### src/rtl/loader_pkg.sv
// rtl/loader_pkg.sv - shared state type and constants for the imem loader
package loader_pkg;
   typedef enum logic [2:0] {IDLE, COUNT, DATA, CSUM, DONE, ERR} ldr_state_t;
   localparam logic [7:0] SYNC_DEFAULT = 8'hA5;
endpackage

### src/rtl/imem_loader_if.sv
// rtl/imem_loader_if.sv - byte stream in / imem write port out, as seen by the loader
interface imem_loader_if #(
   parameter int ADDR_W = 32
);
   logic [7:0]        rx_data;
   logic              rx_valid;
   logic              rx_ready;
   logic              mem_we;
   logic [ADDR_W-1:0] mem_addr;
   logic [31:0]       mem_wd;

   modport master (
      input  rx_data, rx_valid,
      output rx_ready, mem_we, mem_addr, mem_wd
   );
   modport slave (
      output rx_data, rx_valid,
      input  rx_ready, mem_we, mem_addr, mem_wd
   );
endinterface

### src/rtl/byte_packer.sv
// rtl/byte_packer.sv - packs four bytes into a little-endian word
module byte_packer (
   input  logic        clk,
   input  logic        reset,
   input  logic        clr,
   input  logic        byte_en,
   input  logic [7:0]  byte_in,
   output logic [31:0] word_out,
   output logic        word_valid
);
   logic [23:0] lanes_q, lanes_d;
   logic [1:0]  idx_q, idx_d;

   always_comb begin
      lanes_d = lanes_q;
      idx_d   = idx_q;
      if (clr) begin
         idx_d = 2'd0;
      end else if (byte_en) begin
         case (idx_q)
            2'd0:    lanes_d[7:0]   = byte_in;
            2'd1:    lanes_d[15:8]  = byte_in;
            2'd2:    lanes_d[23:16] = byte_in;
            default: lanes_d        = lanes_q;
         endcase
         idx_d = idx_q + 2'd1;
      end
   end

   always_ff @(posedge clk) begin
      if (reset) begin
         lanes_q <= '0;
         idx_q   <= '0;
      end else begin
         lanes_q <= lanes_d;
         idx_q   <= idx_d;
      end
   end

   // The fourth byte is presented combinationally so the write lands one cycle after it.
   assign word_out   = {byte_in, lanes_q};
   assign word_valid = byte_en && !clr && (idx_q == 2'd3);
endmodule

### src/rtl/imem_loader.sv
// rtl/imem_loader.sv - frames a byte stream into imem words and gates the core reset
module imem_loader
   import loader_pkg::*;
#(
   parameter int         DEPTH  = 64,
   parameter int         ADDR_W = 32,
   parameter logic [7:0] SYNC   = SYNC_DEFAULT
) (
   input  logic              clk,
   input  logic              reset,
   imem_loader_if.master     bus,
   output logic              cpu_reset,
   output logic              load_done,
   output logic              load_err,
   output logic [7:0]        words_loaded
);
   ldr_state_t        state_q;
   logic              rx_ready_q, mem_we_q;
   logic [ADDR_W-1:0] mem_addr_q;
   logic [31:0]       mem_wd_q;
   logic              cpu_reset_q, load_done_q, load_err_q;
   logic [7:0]        n_q, csum_q, words_q;

   logic        accept, is_sync, count_ok, pk_valid;
   logic [31:0] pk_word;

   assign accept   = bus.rx_valid && rx_ready_q;
   assign is_sync  = (bus.rx_data == SYNC);
   assign count_ok = (bus.rx_data != 8'd0) && (32'(bus.rx_data) <= 32'(DEPTH));

   byte_packer u_packer (
      .clk        (clk),
      .reset      (reset),
      .clr        (accept && (state_q == COUNT)),
      .byte_en    (accept && (state_q == DATA)),
      .byte_in    (bus.rx_data),
      .word_out   (pk_word),
      .word_valid (pk_valid)
   );

   always_ff @(posedge clk) begin
      if (reset) begin
         state_q     <= IDLE;
         rx_ready_q  <= 1'b0;
         mem_we_q    <= 1'b0;
         mem_addr_q  <= '0;
         mem_wd_q    <= '0;
         cpu_reset_q <= 1'b1;
         load_done_q <= 1'b0;
         load_err_q  <= 1'b0;
         n_q         <= '0;
         csum_q      <= '0;
         words_q     <= '0;
      end else begin
         rx_ready_q <= 1'b1;
         mem_we_q   <= 1'b0;
         if (accept) begin
            case (state_q)
               IDLE: if (is_sync) state_q <= COUNT;
               COUNT: begin
                  if (!count_ok) begin
                     state_q    <= ERR;
                     load_err_q <= 1'b1;
                  end else begin
                     n_q     <= bus.rx_data;
                     csum_q  <= '0;
                     words_q <= '0;
                     state_q <= DATA;
                  end
               end
               DATA: begin
                  csum_q <= csum_q ^ bus.rx_data;
                  if (pk_valid) begin
                     mem_we_q   <= 1'b1;
                     mem_wd_q   <= pk_word;
                     mem_addr_q <= ADDR_W'({words_q, 2'b00});
                     words_q    <= words_q + 8'd1;
                     if (words_q + 8'd1 == n_q) state_q <= CSUM;
                  end
               end
               CSUM: begin
                  if (bus.rx_data == csum_q) begin
                     state_q     <= DONE;
                     cpu_reset_q <= 1'b0;
                     load_done_q <= 1'b1;
                  end else begin
                     state_q    <= ERR;
                     load_err_q <= 1'b1;
                  end
               end
               // Only a SYNC byte leaves a terminal state; it starts a fresh frame.
               DONE, ERR: begin
                  if (is_sync) begin
                     state_q     <= COUNT;
                     cpu_reset_q <= 1'b1;
                     load_done_q <= 1'b0;
                     load_err_q  <= 1'b0;
                  end
               end
               default: state_q <= IDLE;
            endcase
         end
      end
   end

   assign bus.rx_ready  = rx_ready_q;
   assign bus.mem_we    = mem_we_q;
   assign bus.mem_addr  = mem_addr_q;
   assign bus.mem_wd    = mem_wd_q;
   assign cpu_reset     = cpu_reset_q;
   assign load_done     = load_done_q;
   assign load_err      = load_err_q;
   assign words_loaded  = words_q;
endmodule
### src/flat_wrapper.sv
// flat-port wrapper written by rule: the top's interface ports become plain ports
module imem_loader_flat import loader_pkg::*;
#(
   parameter int         DEPTH  = 64,
   parameter int         ADDR_W = 32,
   parameter logic [7:0] SYNC   = SYNC_DEFAULT
)
  (clk, reset, cpu_reset, load_done, load_err, words_loaded, bus_rx_data, bus_rx_valid, bus_rx_ready, bus_mem_we, bus_mem_addr, bus_mem_wd);
  imem_loader_if #(.ADDR_W(ADDR_W)) bus_i ();
  input  logic clk;
  input  logic reset;
  output logic cpu_reset;
  output logic load_done;
  output logic load_err;
  output logic [7:0] words_loaded;
  input wire logic [$bits(bus_i.rx_data)-1:0] bus_rx_data;
  input wire logic [$bits(bus_i.rx_valid)-1:0] bus_rx_valid;
  output wire logic [$bits(bus_i.rx_ready)-1:0] bus_rx_ready;
  output wire logic [$bits(bus_i.mem_we)-1:0] bus_mem_we;
  output wire logic [$bits(bus_i.mem_addr)-1:0] bus_mem_addr;
  output wire logic [$bits(bus_i.mem_wd)-1:0] bus_mem_wd;
  assign bus_i.rx_data = bus_rx_data;
  assign bus_i.rx_valid = bus_rx_valid;
  assign bus_rx_ready = bus_i.rx_ready;
  assign bus_mem_we = bus_i.mem_we;
  assign bus_mem_addr = bus_i.mem_addr;
  assign bus_mem_wd = bus_i.mem_wd;
  imem_loader #(.DEPTH(DEPTH), .ADDR_W(ADDR_W), .SYNC(SYNC)) u_core (.clk(clk), .reset(reset), .bus(bus_i), .cpu_reset(cpu_reset), .load_done(load_done), .load_err(load_err), .words_loaded(words_loaded));
endmodule
### config.mk
export PLATFORM = sky130hd
export DESIGN_NAME = imem_loader_flat
export DESIGN_NICKNAME = d
export VERILOG_FILES = /design/src/rtl/loader_pkg.sv /design/src/rtl/imem_loader_if.sv /design/src/rtl/byte_packer.sv /design/src/rtl/imem_loader.sv /design/src/flat_wrapper.sv
export SDC_FILE = /design/constraint.sdc
export NUM_CORES = 1
export LEC_CHECK = 0
export ABC_AREA = 1
export CAP_MARGIN = 20
export CORE_ASPECT_RATIO = 0.6
export CORE_MARGIN = 8
export CORE_UTILIZATION = 45
export DETAILED_ROUTE_END_ITERATION = 6
export DONT_BUFFER_PORTS = 1
export HOLD_SLACK_MARGIN = 0.1
export PLACE_DENSITY_LB_ADDON = 0.12
export SYNTH_ARGS = -nofsm -noshare
export SYNTH_HDL_FRONTEND = slang
export SYNTH_SLANG_ARGS = --single-unit
### constraint.sdc
create_clock -name clk -period 1.41 [get_ports clk]
set_input_delay 0.141 -clock clk [delete_from_list [all_inputs] [get_ports clk]]
set_output_delay 0.141 -clock clk [all_outputs]
set_load 0.1 [all_outputs]
==> flow_metrics.tcl, run 1 <==
set metrics [dict create \
    fillers 865 \
    power_density_mw_per_mm2 957 \
    finalSetupViolations 39 \
    tritoncts "yes" \
    slowest_stage "dfxtp_4" \
    async_reset_ff_frac 0 \
    gp_congestion 0.829 \
    regArea_mm2 0.00200 \
    cp_cell_sequence "ha_4, nand2_4, nor2_4, nand3_2, nand3_2, nand2_1, nor2_1, nand3_1, nand2_2, nand2_2, nand2_1, nand2_1, nor2_2" \
    root_buffer "clkbuf_16" \
    min_period_ns 1.64 \
    cp-start-kind "flip-flop" \
    htreeDepth 3 \
    finalHoldViolCount 0 \
    dp_slack_ns -0.224 \
    clock_latency_ns 0.34 \
    vias 4143 \
    synth_area_leaders "dfxtp_1 45%, nor2_1 9.6%, o21ai_0 8.3%" \
    clockBufferDepth 2 \
    required_ns 1.70 \
    numCtsBuffers 9 \
    crit_family "simple AND/OR/NAND/NOR gates" \
    dieArea_mm2 0.0133 \
    synth_top_area_share 0.446 \
    worstSetupPathType "reg2reg" \
    overflow 0 \
    pwr-share-seq 0.491 \
    ys_seq_area_frac 0.446 \
    multiInputGateArea_mm2 0.00219 \
    fin_skew_ns 0.00518 \
    core_mm2 0.00967 \
    power_frac_clock 0.426 \
    grt_max_degree 79 \
    cpMostUsedCell "nand2_1" \
    hp-class "in2reg" \
    clk_pin_slew_ns 0.07 \
    grt_pass1_wl_mm 20.5 \
    first_iter_violations 330 \
    ys_types 34 \
    r2r_slack_ns -0.23 \
    syn-instance-count 579 \
    arrival_ns 1.93 \
    diodes 0 \
    ant_nets 0 \
    switchingPower_mw 1.44 \
    worst_slew_margin_rel 0.545 \
    synth-edff-count 0 \
    fmax_ghz 0.609 \
    rows 28 \
    synthesis.area_mm2 0.00440 \
    yosys_most_used_dff "dfxtp_1" \
    synthTopCellsByCount "112 x nor2_1, 98 x dfxtp_1, 73 x o21ai_0" \
    rsz0062_at_grt "true" \
    nNetsFinal 698 \
    cp-end-kind "flip-flop" \
    violations "setup timing" \
    p_int_mw 4.17 \
    grt_antenna_before_repair 0 \
    yosysMostFrequentCell "nor2_1" \
    p_leak_nw 2.64 \
    die_h_um 92.6 \
    synth-seq-cells 98 \
    peakVddDrop_v 0.000665 \
    grt_pass1_vias 4011 \
    ios 88 \
    cpPeakStageDelay_ns 0.37 \
    post_route_cells_drive_above_1_share 0.295 \
    timing.final.ws_setup_ns -0.233 \
    die_x_um 144 \
    track_usage 0.194 \
    final_util 0.607 \
    p_comb_frac 0.083 \
    slew_violations 0 \
    portBuffers 0 \
    hpwl_mm 8.19 \
    drcViolationCount 0 \
    synth_area_leader_cell "dfxtp_1" \
    yosysWarnings 0 \
    status "finished with violations" \
    cts.sinks 98 \
    swShare 0.257 \
    first_pass_iters 7 \
    path_buf_inv 0 \
    wl_per_cell_um 15.1 \
    tightest_slew_ns 0.680 \
    maxCapViolCount 0 \
    drt-total-wl_mm 12.4 \
    drt-vias-per-instance 5.04 \
    worstPathMaxFanout 4 \
    finalCritPeriodShare 1.17 \
    avgSynthCellArea_um2 7.59 \
    area_delta_synth_final_pct 33.4 \
    start_util 0.455 \
]
-- per-layer routing --
metal	vias to the layer above	wire [um]	GRT usage
li1	2048	-	-
met1	1928	6090	0.265
met2	148	5130	0.289
met3	19	1060	0.0673
met4	0	116	0.0444
met5	-	0	0
-- worst min-delay path, cell delays in order --
cell and delay, ns:
nand2_4 0.06, inv_4 0.06, nand4_1 0.09, a21oi_1 0.06
-- through the flow --
step                      area [um2]  cells  TNS, ns  hold slack (ns)  total power [mW]
after CTS                       5740    819    -2.80            0.102              5.66
final                           5870    822    -2.20            0.114              5.62
after floorplan                 4560    602   -0.926            0.276              3.26
after detailed placement        5130    781    -1.53            0.206              3.24
after global routing            5870    822    -8.66            0.117              5.81
after global placement          5130    781   -0.944            0.205              3.23
-- cell families (layout without fill, tap and decap cells) --
family	count (synthesis)	in the layout	synth area share
buffers and inverters	91	176	0.109
DFF	98	98	0.446
other	1	24	0.000853
and+or+nand+nor	242	242	0.256
adders and majority gates	5	5	0.0142
xor gates and xnor gates	10	10	0.0199
AOI/OAI and AO/OA	132	132	0.154
-- layout make-up --
cell class | instances | share of cell area
multi-input cells | 413 | 0.373
flip-flops and latches | 98 | 0.340
repair buffers | 120 | 0.180
clock buffers | 13 | 0.0463
well taps | 135 | 0.0288
inverters | 39 | 0.0271
clock inverters | 3 | 0.00341
repair inverters | 1 | 0.00128
-- state kept, by name, summed over array words and instances (netlist names) --
register / flops
u_core.bus.mem_wd: 32
u_core.u_packer.lanes_q: 24
u_core.bus.mem_addr: 8
u_core.csum_q: 8
u_core.n_q: 8
u_core.words_loaded: 8
u_core.state_q: 3
u_core.u_packer.idx_q: 2
u_core.bus.mem_we: 1
u_core.bus.rx_ready: 1
u_core.cpu_reset: 1
u_core.load_done: 1
u_core.load_err: 1
-- final timing paths --
check / from / to / cells past startpoint
worst min-delay path: bus_rx_valid / u_core.words_loaded[1] / 4
worst min register to register: u_core.load_err / u_core.load_err / 2
worst max register to register: u_core.words_loaded[1] / u_core.state_q[2] / 13
worst max-delay path: u_core.words_loaded[1] / u_core.state_q[2] / 13
-- timing repair --
| action | in CTS | in global routing |
|---|---|---|
| endpoints found under the setup margin | 52 | 86 |
| hold buffers | 9 | 0 |
| cloned | 3 | 0 |
| setup buffers | 12 | 6 |
| hold endpoints to repair | 48 | 0 |
| pin swaps | 20 | 9 |
| gates resized for setup | 25 | 30 |
-- layout by cell type (no fill, tap or decap), drive strengths merged --
cell / netlist / layout
conb: 1 / 24
buf: 39 / 109
inv: 38 / 37
clkinvlp: 0 / 2
and2: 1 / 1
nand3b: 1 / 1
nand3: 39 / 39
dfxtp: 98 / 98
xor2: 1 / 1
a211oi: 1 / 1
nor3: 3 / 3
a21oi: 51 / 51
clkbuf: 13 / 13
nor2: 120 / 120
nor4: 1 / 1
dlymetal6s4s: 0 / 2
nand2: 63 / 63
a21o: 1 / 1
clkinv: 1 / 4
bufbuf: 0 / 2
or2: 8 / 8
ha: 5 / 5
nand4: 6 / 6
dlygate4sd3: 0 / 7
xnor2: 9 / 9
o21ai: 79 / 79
-- power by group through the flow --
stage | sequential, mW | clock [mW] | combinational, mW
finish | 2.76 | 2.39 | 0.469
global route | 2.76 | 2.57 | 0.487
CTS | 2.76 | 2.44 | 0.460
detailed placement | 2.82 | 0 | 0.415
global placement | 2.82 | 0 | 0.415
floorplan | 2.83 | 0 | 0.429
Power figures use the tool's default switching activity.
==> run 2: changes to the inputs <==
Settings changed: ABC_AREA 1 to default, CTS_CLUSTER_SIZE from default to 30.
==> run 2 against run 1 <==
- the run ends with hold timing, setup timing left
- global-route usage fell by 0.29 points
- synthesized area down 1.3%
- synthesized cell count fell by 5.0%
- flip-flop and latch count stayed put
- clock power increased by 4%
- final cell count fell by 4.5%
- die area decreased by 1.1%
- critical path type unchanged
- critical endpoint is now u_core.n_q[3]
- largest cell class unchanged
==> flow_metrics.tcl, run 2 <==
set metrics [dict create \
    synthTopCellsByCount "118 x nand2_1, 98 x dfxtp_1, 92 x a21oi_1" \
    tritoncts "yes" \
    maxCapViolCount 0 \
    r2r_slack_ns -0.49 \
    hpwl_mm 8.28 \
    regArea_mm2 0.00199 \
    track_usage 0.191 \
    area_delta_synth_final_pct 39.0 \
    synth-edff-count 0 \
    synth_area_leaders "dfxtp_1 45%, a21oi_1 11%, nand2_1 10%" \
    multiInputGateArea_mm2 0.00232 \
    die_x_um 143 \
    first_iter_violations 421 \
    fin_setup_tns_ns -18.35 \
    peakVddDrop_v 0.000594 \
    numCtsBuffers 9 \
    yosysMostFrequentCell "nand2_1" \
    core_mm2 0.00929 \
    reg2reg_from "u_core.state_q[1]" \
    gp_congestion 0.871 \
    critPathLaunch "u_core.state_q[1]" \
    fillers 803 \
    overflow 0 \
    syn-instance-count 550 \
    drt-total-wl_mm 12.7 \
    rsz0062_at_grt "true" \
    ys_seq_area_frac 0.452 \
    portBuffers 0 \
    root_buffer "clkbuf_16" \
    final_util 0.650 \
    cts_hold_buffers 5 \
    finalSetupViolations 92 \
    final_cell_mix "111 x nand2_1, 107 x buf_4, 85 x dfxtp_1, 70 x a21oi_1, 27 x nand3_1" \
    start_util 0.467 \
    largest_register_ffs 32 \
    avgSynthCellArea_um2 7.89 \
    timing.final.ws_setup_ns -0.485 \
    post_route_cells_drive_above_1_share 0.333 \
    yosysWarnings 0 \
    die_h_um 92.1 \
    violations "hold timing, setup timing" \
    grt_antenna_before_repair 0 \
    wl_per_cell_um 16.2 \
    synthesis.area_mm2 0.00434 \
    ios 88 \
    first_pass_iters 5 \
    grt_pass1_vias 3992 \
    vias 4186 \
    final_area_mm2 0.00603 \
    finalCritPeriodShare 1.34 \
    final_common_cell "nand2_1" \
    synth_area_leader_cell "dfxtp_1" \
    worstSetupPathType "reg2reg" \
    cts.sinks 98 \
    r2r_end "u_core.n_q[3]" \
    power_density_mw_per_mm2 931 \
    clock_latency_ns 0.34 \
    dpl-instance-area_mm2 0.00523 \
    crit_path_end "u_core.n_q[3]" \
    worstPathMaxFanout 7 \
    async_reset_ff_frac 0 \
    synth_top_area_share 0.452 \
    grt_max_degree 94 \
    timing.hold.ws_ns -0.139 \
    min_from "reset" \
    hp-class "in2reg" \
    rows 27 \
    cp-end-kind "flip-flop" \
    synth-seq-cells 98 \
    nNetsFinal 666 \
    clk_pin_slew_ns 0.06 \
    finalHoldViolCount 92 \
    reg2reg_depth 6 \
    arrival_ns 2.12 \
    dieArea_mm2 0.0132 \
    slew_violations 0 \
    dp_slack_ns -0.406 \
    ys_types 52 \
    diodes 0 \
    ant_nets 0 \
    drt-vias-per-instance 5.33 \
    status "finished with violations" \
    drcViolationCount 0 \
    fmax_ghz 0.528 \
    clockBufferDepth 2 \
    htreeDepth 3 \
    yosys_most_used_dff "dfxtp_1" \
    p_leak_nw 2.33 \
    grt_pass1_wl_mm 20.4 \
    required_ns 1.64 \
    fin_skew_ns 0.00465 \
    cp-start-kind "flip-flop" \
    min_period_ns 1.90 \
]
[run 2: repair_timing]
| action | in CTS | in global routing |
|---|---|---|
| pin swaps | 14 | 9 |
| cloned | 5 | 0 |
| hold endpoints to repair | 94 | 92 |
| endpoints found under the setup margin | 93 | 95 |
| buffers inserted | 4 | 7 |
| resized for setup | 40 | 33 |
[run 2: logic make-up (layout without fill, tap and decap cells)]
logic type	Yosys count	count (layout)	share of synthesized area
AND/OR/NAND/NOR	212	212	0.216
other	1	24	0.000864
XOR/XNOR	11	11	0.0222
flip-flops	98	98	0.452
adder cells (fa/ha/maj)	5	5	0.0144
AO/OA/AOI/OAI	135	135	0.182
multiplexers	8	8	0.0184
buffers and inverters	80	162	0.0939
[run 2: area by class of cell]
cell class / instances / area share
multi-input cells: 395 / 0.384
flip-flops and latches: 98 / 0.330
repair buffers: 132 / 0.199
clock buffers: 14 / 0.0489
well taps: 130 / 0.0270
inverters: 14 / 0.00871
clock inverters: 2 / 0.00249
[run 2: worst max-delay path: stages (launching register included)]
cell	delay, ns
dfxtp_1	0.31
or4b_1	0.49
a211o_1	0.28
a21oi_4	0.23
buf_12	0.16
mux2i_1	0.25
nor2_1	0.06
[run 2: per-stage QoR]
step / std cells / power (mW)
floorplan: 573 / 3.26
global placement: 750 / 3.16
detailed placement: 750 / 3.16
CTS: 779 / 5.65
global route: 785 / 5.78
finish: 785 / 5.62
[run 2: routing by layer]
metal	GRT usage	vias up	part of all wire	wire length [um]
li1	-	2023	-	-
met2	0.290	166	0.44	5630
met5	0	-	0	0
met3	0.0760	14	0.10	1320
met1	0.250	1983	0.44	5630
met4	0.0440	0	0.010	133
[run 2: how the worst min path moves through the flow]
stage | end | slack [ns] | depth (start not counted)
2_1_floorplan | u_core.bus.rx_ready | 0.24 | 1
3_3_place_gp | u_core.words_loaded[4] | 0.21 | 1
3_5_place_dp | u_core.words_loaded[4] | 0.22 | 1
4_1_cts | u_core.csum_q[6] | -0.14 | 1
5_1_grt | u_core.bus.mem_wd[29] | -0.14 | 1
6_report | u_core.words_loaded[4] | -0.14 | 1
[run 2: power breakdown]
| part | internal, mW | switching, mW |
|---|---|---|
| Combinational | 0.0380 | 0.327 |
| Sequential | 2.76 | 0.00238 |
| Clock | 1.45 | 1.04 |
